## config.mk

```make
export PLATFORM = sky130hd
export DESIGN_NAME = memory_stage_flat
export DESIGN_NICKNAME = d
export VERILOG_FILES = /design/src/rtl/memory_stage_pkg.sv /design/src/rtl/memory_stage_if.sv /design/src/rtl/memory_stage_load_align.sv /design/src/rtl/memory_stage.sv /design/src/flat_wrapper.sv
export SDC_FILE = /design/constraint.sdc
export NUM_CORES = 1
export LEC_CHECK = 0
export ABC_AREA = 1
export CAP_MARGIN = 20
export CORE_UTILIZATION = 55
export DETAILED_ROUTE_END_ITERATION = 10
export DONT_BUFFER_PORTS = 1
export PLACE_DENSITY = 0.7
export SLEW_MARGIN = 20
export SYNTH_ARGS = -nofsm -noshare
export SYNTH_HDL_FRONTEND = slang
export SYNTH_HIERARCHICAL = 1
export SYNTH_SLANG_ARGS = --single-unit
```

## constraint.sdc

```tcl
create_clock -name clk -period 1.31 [get_ports clk]
set_input_delay 0.1965 -clock clk [delete_from_list [all_inputs] [get_ports clk]]
set_output_delay 0.1965 -clock clk [all_outputs]
set_load 0.005 [all_outputs]
```

## src/rtl/memory_stage_pkg.sv

```systemverilog
`default_nettype none
// ============================================================================
// Package  : mips_mem_pkg
// Purpose  : Memory-op codes, MEM-stage FSM state type and op classifiers
//            shared by the MIPS MEM stage and its load aligner.
// Revision : 1.0  initial release
// ============================================================================
package mips_mem_pkg;

  localparam logic [3:0] MEM_NONE = 4'd0;
  localparam logic [3:0] MEM_LB   = 4'd1;
  localparam logic [3:0] MEM_LBU  = 4'd2;
  localparam logic [3:0] MEM_LH   = 4'd3;
  localparam logic [3:0] MEM_LHU  = 4'd4;
  localparam logic [3:0] MEM_LW   = 4'd5;
  localparam logic [3:0] MEM_SB   = 4'd6;
  localparam logic [3:0] MEM_SH   = 4'd7;
  localparam logic [3:0] MEM_SW   = 4'd8;

  typedef enum logic [1:0] {
    IDLE = 2'd0,
    BUSY = 2'd1,
    DONE = 2'd2
  } state_t;

  function automatic logic is_load(input logic [3:0] op);
    return (op >= MEM_LB) && (op <= MEM_LW);
  endfunction

  function automatic logic is_store(input logic [3:0] op);
    return (op >= MEM_SB) && (op <= MEM_SW);
  endfunction

  function automatic logic is_half(input logic [3:0] op);
    return (op == MEM_LH) || (op == MEM_LHU) || (op == MEM_SH);
  endfunction

  function automatic logic is_word(input logic [3:0] op);
    return (op == MEM_LW) || (op == MEM_SW);
  endfunction

endpackage : mips_mem_pkg
`default_nettype wire

```

## src/rtl/memory_stage_if.sv

```systemverilog
`default_nettype none
// ============================================================================
// Interface : memory_stage_if
// Purpose   : req/ack data-memory bus between the MEM stage (master) and the
//             data memory (slave). ack is a one-cycle completion pulse and
//             rdata is valid alongside it.
// Revision  : 1.0  initial release
// ============================================================================
interface memory_stage_if #(
  parameter int ADDR_W = 32
);
  logic              req;
  logic              we;
  logic [3:0]        be;
  logic [ADDR_W-1:0] addr;
  logic [31:0]       wdata;
  logic              ack;
  logic [31:0]       rdata;

  modport master (output req, we, be, addr, wdata, input ack, rdata);
  modport slave  (input req, we, be, addr, wdata, output ack, rdata);
endinterface : memory_stage_if
`default_nettype wire

```

## src/rtl/memory_stage_load_align.sv

```systemverilog
`default_nettype none
// ============================================================================
// Module   : mem_load_align
// Purpose  : Combinational big-endian lane select and sign/zero extension of
//            load data. Byte offset 0 is bits 31:24, halfword offset 0 is
//            bits 31:16. Halfwords use only offset[1]; words ignore offset.
// Revision : 1.0  initial release
// ============================================================================
module mem_load_align
  import mips_mem_pkg::*;
(
  input  logic [31:0] rdata,
  input  logic [1:0]  offset,
  input  logic [3:0]  op,
  output logic [31:0] ext
);

  logic [7:0]  byte_sel;
  logic [15:0] half_sel;

  // Pick the addressed byte/halfword lane, then extend according to the op.
  always_comb begin
    byte_sel = 8'd0;
    ext      = 32'd0;
    case (offset)
      2'd0:    byte_sel = rdata[31:24];
      2'd1:    byte_sel = rdata[23:16];
      2'd2:    byte_sel = rdata[15:8];
      default: byte_sel = rdata[7:0];
    endcase
    half_sel = offset[1] ? rdata[15:0] : rdata[31:16];
    case (op)
      MEM_LB:  ext = {{24{byte_sel[7]}}, byte_sel};
      MEM_LBU: ext = {24'd0, byte_sel};
      MEM_LH:  ext = {{16{half_sel[15]}}, half_sel};
      MEM_LHU: ext = {16'd0, half_sel};
      MEM_LW:  ext = rdata;
      default: ext = 32'd0;
    endcase
  end

endmodule : mem_load_align
`default_nettype wire

```

## src/rtl/memory_stage.sv

```systemverilog
`default_nettype none
// ============================================================================
// Module   : memory_stage
// Purpose  : MIPS MEM stage. Non-memory ops pass straight through to
//            writeback; loads/stores run on the req/ack data bus through an
//            IDLE -> BUSY -> DONE FSM while stall_req freezes IF..EX/MEM, so
//            the EX/MEM inputs stay stable for the whole access.
// Config   : MEM_ALIGN_CHECK_EN - when defined, misaligned halfword/word
//            accesses are dropped and flagged on addr_err instead of being
//            issued at the aligned address.
// Revision : 1.0  initial release
// ============================================================================
module memory_stage
  import mips_mem_pkg::*;
#(
  parameter int ADDR_W = 32
) (
  input  logic                 clk,
  input  logic                 rst,
  input  logic [4:0]           dest_addr,
  input  logic                 write_or_not,
  input  logic [31:0]          alu_result,
  input  logic [31:0]          store_data,
  input  logic [3:0]           mem_op,
  memory_stage_if.master       dmem,
  output logic                 stall_req,
  output logic [4:0]           dest_addr_out,
  output logic                 write_or_not_out,
`ifdef MEM_ALIGN_CHECK_EN
  output logic                 addr_err,
`endif
  output logic [31:0]          wdata_out
);

  state_t      state_q, state_d;
  logic [31:0] load_q;
  logic        req_q;
  logic [31:0] load_ext;
  logic        op_load, op_store, misaligned, start;

  assign op_load  = is_load(mem_op);
  assign op_store = is_store(mem_op);

`ifdef MEM_ALIGN_CHECK_EN
  assign misaligned = (is_half(mem_op) && alu_result[0]) ||
                      (is_word(mem_op) && (alu_result[1:0] != 2'b00));
`else
  assign misaligned = 1'b0;
`endif

  // Illegal op codes fall outside both classes and so behave as MEM_NONE.
  assign start = (op_load || op_store) && !misaligned;

  mem_load_align u_load_align (
    .rdata  (dmem.rdata),
    .offset (alu_result[1:0]),
    .op     (mem_op),
    .ext    (load_ext)
  );

  // Next-state: DONE always returns to IDLE because the pipeline advances on
  // that edge, so the same op is never seen twice.
  always_comb begin
    state_d = state_q;
    case (state_q)
      IDLE:    if (start) state_d = BUSY;
      BUSY:    if (dmem.ack) state_d = DONE;
      DONE:    state_d = IDLE;
      default: state_d = IDLE;
    endcase
  end

  // State, request flag and captured load data; ack outside BUSY is ignored.
  always_ff @(posedge clk) begin
    if (rst) begin
      state_q <= IDLE;
      load_q  <= 32'd0;
      req_q   <= 1'b0;
    end else begin
      state_q <= state_d;
      req_q   <= (state_d == BUSY);
      if ((state_q == BUSY) && dmem.ack) load_q <= load_ext;
    end
  end

  // Output decode: bus drive in BUSY, bubble while stalled, writeback in DONE.
  always_comb begin
    stall_req        = 1'b0;
    dest_addr_out    = 5'd0;
    write_or_not_out = 1'b0;
    wdata_out        = 32'd0;
    dmem.req         = 1'b0;
    dmem.we          = 1'b0;
    dmem.be          = 4'd0;
    dmem.addr        = '0;
    dmem.wdata       = 32'd0;
`ifdef MEM_ALIGN_CHECK_EN
    addr_err         = 1'b0;
`endif
    if (!rst) begin
      dest_addr_out = dest_addr;
      wdata_out     = alu_result;
      case (state_q)
        IDLE: begin
          if (start) begin
            stall_req = 1'b1;
          end else begin
            write_or_not_out = write_or_not && !misaligned;
`ifdef MEM_ALIGN_CHECK_EN
            addr_err = misaligned;
`endif
          end
        end
        BUSY: begin
          stall_req  = 1'b1;
          dmem.req   = req_q;
          dmem.we    = op_store;
          dmem.addr  = {alu_result[ADDR_W-1:2], 2'b00};
          case (mem_op)
            MEM_SB: begin
              dmem.be    = 4'b1000 >> alu_result[1:0];
              dmem.wdata = {4{store_data[7:0]}};
            end
            MEM_SH: begin
              dmem.be    = alu_result[1] ? 4'b0011 : 4'b1100;
              dmem.wdata = {2{store_data[15:0]}};
            end
            MEM_SW: begin
              dmem.be    = 4'b1111;
              dmem.wdata = store_data;
            end
            default: begin
              dmem.be    = 4'b1111;
              dmem.wdata = 32'd0;
            end
          endcase
        end
        DONE: begin
          if (op_load) begin
            write_or_not_out = write_or_not;
            wdata_out        = load_q;
          end
        end
        default: ;
      endcase
    end
  end

endmodule : memory_stage
`default_nettype wire
```

## src/flat_wrapper.sv

```systemverilog
// flat-port wrapper written by rule: the top's interface ports become plain ports
module memory_stage_flat import mips_mem_pkg::*;
#(
  parameter int ADDR_W = 32
)
  (clk, rst, dest_addr, write_or_not, alu_result, store_data, mem_op, stall_req, dest_addr_out, write_or_not_out, wdata_out, dmem_req, dmem_we, dmem_be, dmem_addr, dmem_wdata, dmem_ack, dmem_rdata);
  memory_stage_if #(.ADDR_W(ADDR_W)) dmem_i ();
  input  logic clk;
  input  logic rst;
  input  logic [4:0] dest_addr;
  input  logic write_or_not;
  input  logic [31:0] alu_result;
  input  logic [31:0] store_data;
  input  logic [3:0] mem_op;
  output logic stall_req;
  output logic [4:0] dest_addr_out;
  output logic write_or_not_out;
  output logic [31:0] wdata_out;
  output wire logic [$bits(dmem_i.req)-1:0] dmem_req;
  output wire logic [$bits(dmem_i.we)-1:0] dmem_we;
  output wire logic [$bits(dmem_i.be)-1:0] dmem_be;
  output wire logic [$bits(dmem_i.addr)-1:0] dmem_addr;
  output wire logic [$bits(dmem_i.wdata)-1:0] dmem_wdata;
  input wire logic [$bits(dmem_i.ack)-1:0] dmem_ack;
  input wire logic [$bits(dmem_i.rdata)-1:0] dmem_rdata;
  assign dmem_req = dmem_i.req;
  assign dmem_we = dmem_i.we;
  assign dmem_be = dmem_i.be;
  assign dmem_addr = dmem_i.addr;
  assign dmem_wdata = dmem_i.wdata;
  assign dmem_i.ack = dmem_ack;
  assign dmem_i.rdata = dmem_rdata;
  memory_stage #(.ADDR_W(ADDR_W)) u_core (.clk(clk), .rst(rst), .dest_addr(dest_addr), .write_or_not(write_or_not), .alu_result(alu_result), .store_data(store_data), .mem_op(mem_op), .dmem(dmem_i), .stall_req(stall_req), .dest_addr_out(dest_addr_out), .write_or_not_out(write_or_not_out), .wdata_out(wdata_out));
endmodule
```

==> flow_metrics.py <==
metrics = {
    "outcome": {
        "status": "finished, violations left",
        "violations": "setup timing",
    },
    "cts": {
        "clockBufferDepth": 2,
        "cts-root-buf": "clkbuf_8",
        "insertion_delay_ns": 0.28,
        "cts_buffers": 5,
        "cts_sinks": 35,
        "clkTransAtPathRegs_ns": 0.07,
        "htree_levels": 2,
        "cts_tree": "built",
    },
    "grt": {
        "grt_pass1_vias": 4031,
        "grt_antenna_before_repair": 0,
        "overflow": 0,
        "grt_util_all_layers_pct": 33.4,
        "global_route.usage.met1_pct": 42.7,
        "grt_max_degree": 39,
        "met3_usage_pct": 5.39,
        "busiest_layer": "met2",
        "grt_pass1_wl_um": 19500,
        "use_met2_pct": 57.6,
    },
    "layout": {
        "syn2layout_area_growth_pct": 21.4,
        "fin_nets": 851,
        "num_antenna_cells": 0,
        "drive_above_1_share_pct": 23.9,
    },
    "yosys": {
        "synth_fa_ha_area_share_pct": 0,
        "syn_inst": 741,
        "ys_ff_latch": 35,
        "ys_warn_count": 6,
        "synth_area_um2": 3870,
        "muxShareOfSynthArea_pct": 0,
        "synth.distinct_cells": 27,
        "yosys.area_share.simple_pct": 56.6,
        "synth_xor_area_share_pct": 0,
        "synth_compound_gate_area_share_pct": 9.41,
        "ys_seq_area_share_pct": 18.1,
        "synth_top_family_by_area": "simple AND/OR/NAND/NOR gates",
        "syn_area_per_cell_um2": 5.22,
    },
    "route": {
        "num_vias": 4689,
        "drc": 0,
        "ant_nets": 0,
        "wl_per_cell_um": 15.8,
        "drt_pass1_iterations": 5,
        "finalWirelength_um": 13200,
        "viasPerCell": 5.60,
        "drt_iter0_drc": 409,
    },
    "setup_path": {
        "crit_type": "reg2out",
        "r2r-end": "u_core/load_q[23]",
        "arrival_ns": 1.46,
        "r2r_setup_slack_ns": -0.04,
        "critPathLaunch": "u_core/state_q[0]",
        "critical_path.max_fanout": 8,
        "endpoint_kind": "output pin",
        "start_kind": "register",
        "endpoint": "wdata_out[0]",
        "required_ns": 1.11,
        "rr_startpoint": "u_core/state_q[0]",
        "rr_worst_depth": 6,
    },
    "worst_hold_path": {
        "hp-class": "in2reg",
    },
    "floorplanning": {
        "core_um2": 6790,
        "die_h_um": 85.9,
        "rows": 30,
        "die_area_um2": 7370,
        "dieWidth_um": 85.9,
        "io_pins": 218,
        "start_util_pct": 56.9,
    },
    "sta": {
        "min_period_over_period_pct": 127,
        "setup_violations": 106,
        "rsz0062_at_grt": "true",
        "fmax_mhz": 602,
        "whs_ns": 0.128,
        "slew_violations": 0,
        "hold_violations": 0,
        "finClkSkew_ns": 0.00318,
        "min_period_ns": 1.66,
        "setup_ws_ns": -0.351,
    },
    "power_and_ir_drop": {
        "p_leak_nw": 2.75,
        "ir_drop_mv": 0.762,
        "p_per_area_nw_per_um2": 655,
    },
    "place": {
        "gp_congestion": 0.874,
        "dp_slack_ns": -0.00340,
        "numPortBuffers": 0,
        "place_hpwl_um": 8780,
    },
    "job": {
        "cap_violations": 0,
    },
}
==> routing by layer <==
metal	vias up	wire, um	share of wire (%)
li1	2273	-	-
met1	2133	5460	41
met2	256	6340	48
met3	27	1160	8.7
met4	0	291	2.2
met5	-	0	0
==> cell usage in the layout, fill, tap and decap left out, types with 6 or more instances in the layout <==
cell type    n
a21oi_1     16
a21oi_2      7
buf_12       8
buf_4       17
clkbuf_8     6
dfxtp_1     33
inv_1       82
inv_2        7
nand2_1    193
nand2_2     14
nand2_4      9
nand3_1     63
nand3_2     20
nor2_1     125
nor2_2      44
nor2_4      23
o21ai_0     47
==> cells in the mapped netlist, drive strengths merged <==
master | instances | area share (%)
clkbuf | 12 | 1.2
and2 | 1 | 0.23
nand3 | 84 | 14
nand2 | 216 | 22
dfxtp | 35 | 18
inv | 90 | 8.8
o21ai | 48 | 6.3
nand3b | 1 | 0.19
nor3 | 2 | 0.52
conb | 1 | 0.097
a21oi | 24 | 3.1
nor2 | 193 | 20
buf | 32 | 5.8
nand4 | 2 | 0.32
==> critical path, stage by stage (launching register included) <==
cell	delay [ns]
dfxtp_2	0.33
inv_2	0.06
nand4_1	0.16
buf_6	0.21
clkbuf_16	0.17
nand2_1	0.06
nand2_1	0.06
nor2_2	0.13
==> cells by family (layout without fill, tap and decap cells) <==
group | Yosys count | in the layout
and+or+nand+nor | 499 | 499
buffers and inverters | 134 | 134
AOI/OAI and AO/OA | 72 | 72
DFF | 35 | 35
other | 1 | 2
==> how the worst min path moves through the flow <==
stage               startpoint                 to  slack [ns]  cells after the start
floorplan             dmem_ack       u_core/req_q        0.38                      3
global placement           rst  u_core/state_q[1]        0.27                      1
detailed placement         rst  u_core/state_q[1]        0.27                      1
CTS                   dmem_ack  u_core/state_q[0]        0.11                      3
global route          dmem_ack       u_core/req_q        0.15                      3
finish                dmem_ack       u_core/req_q        0.13                      3
==> per-stage QoR <==
stage	power (mW)	setup TNS (ns)	util (%)	std cells	cell area [um2]
after floorplan	1.91	0	-	742	3870
after global placement	2.06	0	58.3	816	3960
after detailed placement	2.08	-0.00781	58.3	816	3960
after CTS	2.98	-18.25	66.7	836	4530
after global routing	3.25	-30.31	69.1	838	4700
final	3.08	-21.43	69.1	838	4700
==> repair_timing <==
| item | in CTS | in global routing |
|---|---|---|
| pin swaps | 20 | 13 |
| gates resized for setup | 84 | 44 |
| gates cloned | 6 | 1 |
| setup endpoints to repair | 102 | 134 |
| hold buffers | 1 | 0 |
| hold endpoints to repair | 1 | 0 |
| setup buffers | 6 | 2 |
==> state kept, by name, indices dropped and copies added (netlist names) <==
register and count:
u_core/req_q 1, u_core/load_q 32, u_core/state_q 2
==> power by group <==
group	switching (mW)	leakage [nW]	total [mW]	internal [mW]
sequential	0.0843	0.287	1.25	1.17
combinational	0.664	2.42	1.03	0.364
clock	0.385	0.0470	0.798	0.413
total	1.13	2.75	3.08	1.94
==> layout make-up <==
type / count / area [um2]
multi-input combinational: 573 / 2930
fill: 585 / 2100
sequential: 35 / 703
timing repair buffer: 37 / 517
inverter: 90 / 340
tap: 96 / 120
clock buffer: 6 / 82.6
clock inverter: 1 / 5.00
Note: power is estimated with default switching activity, not from simulation.
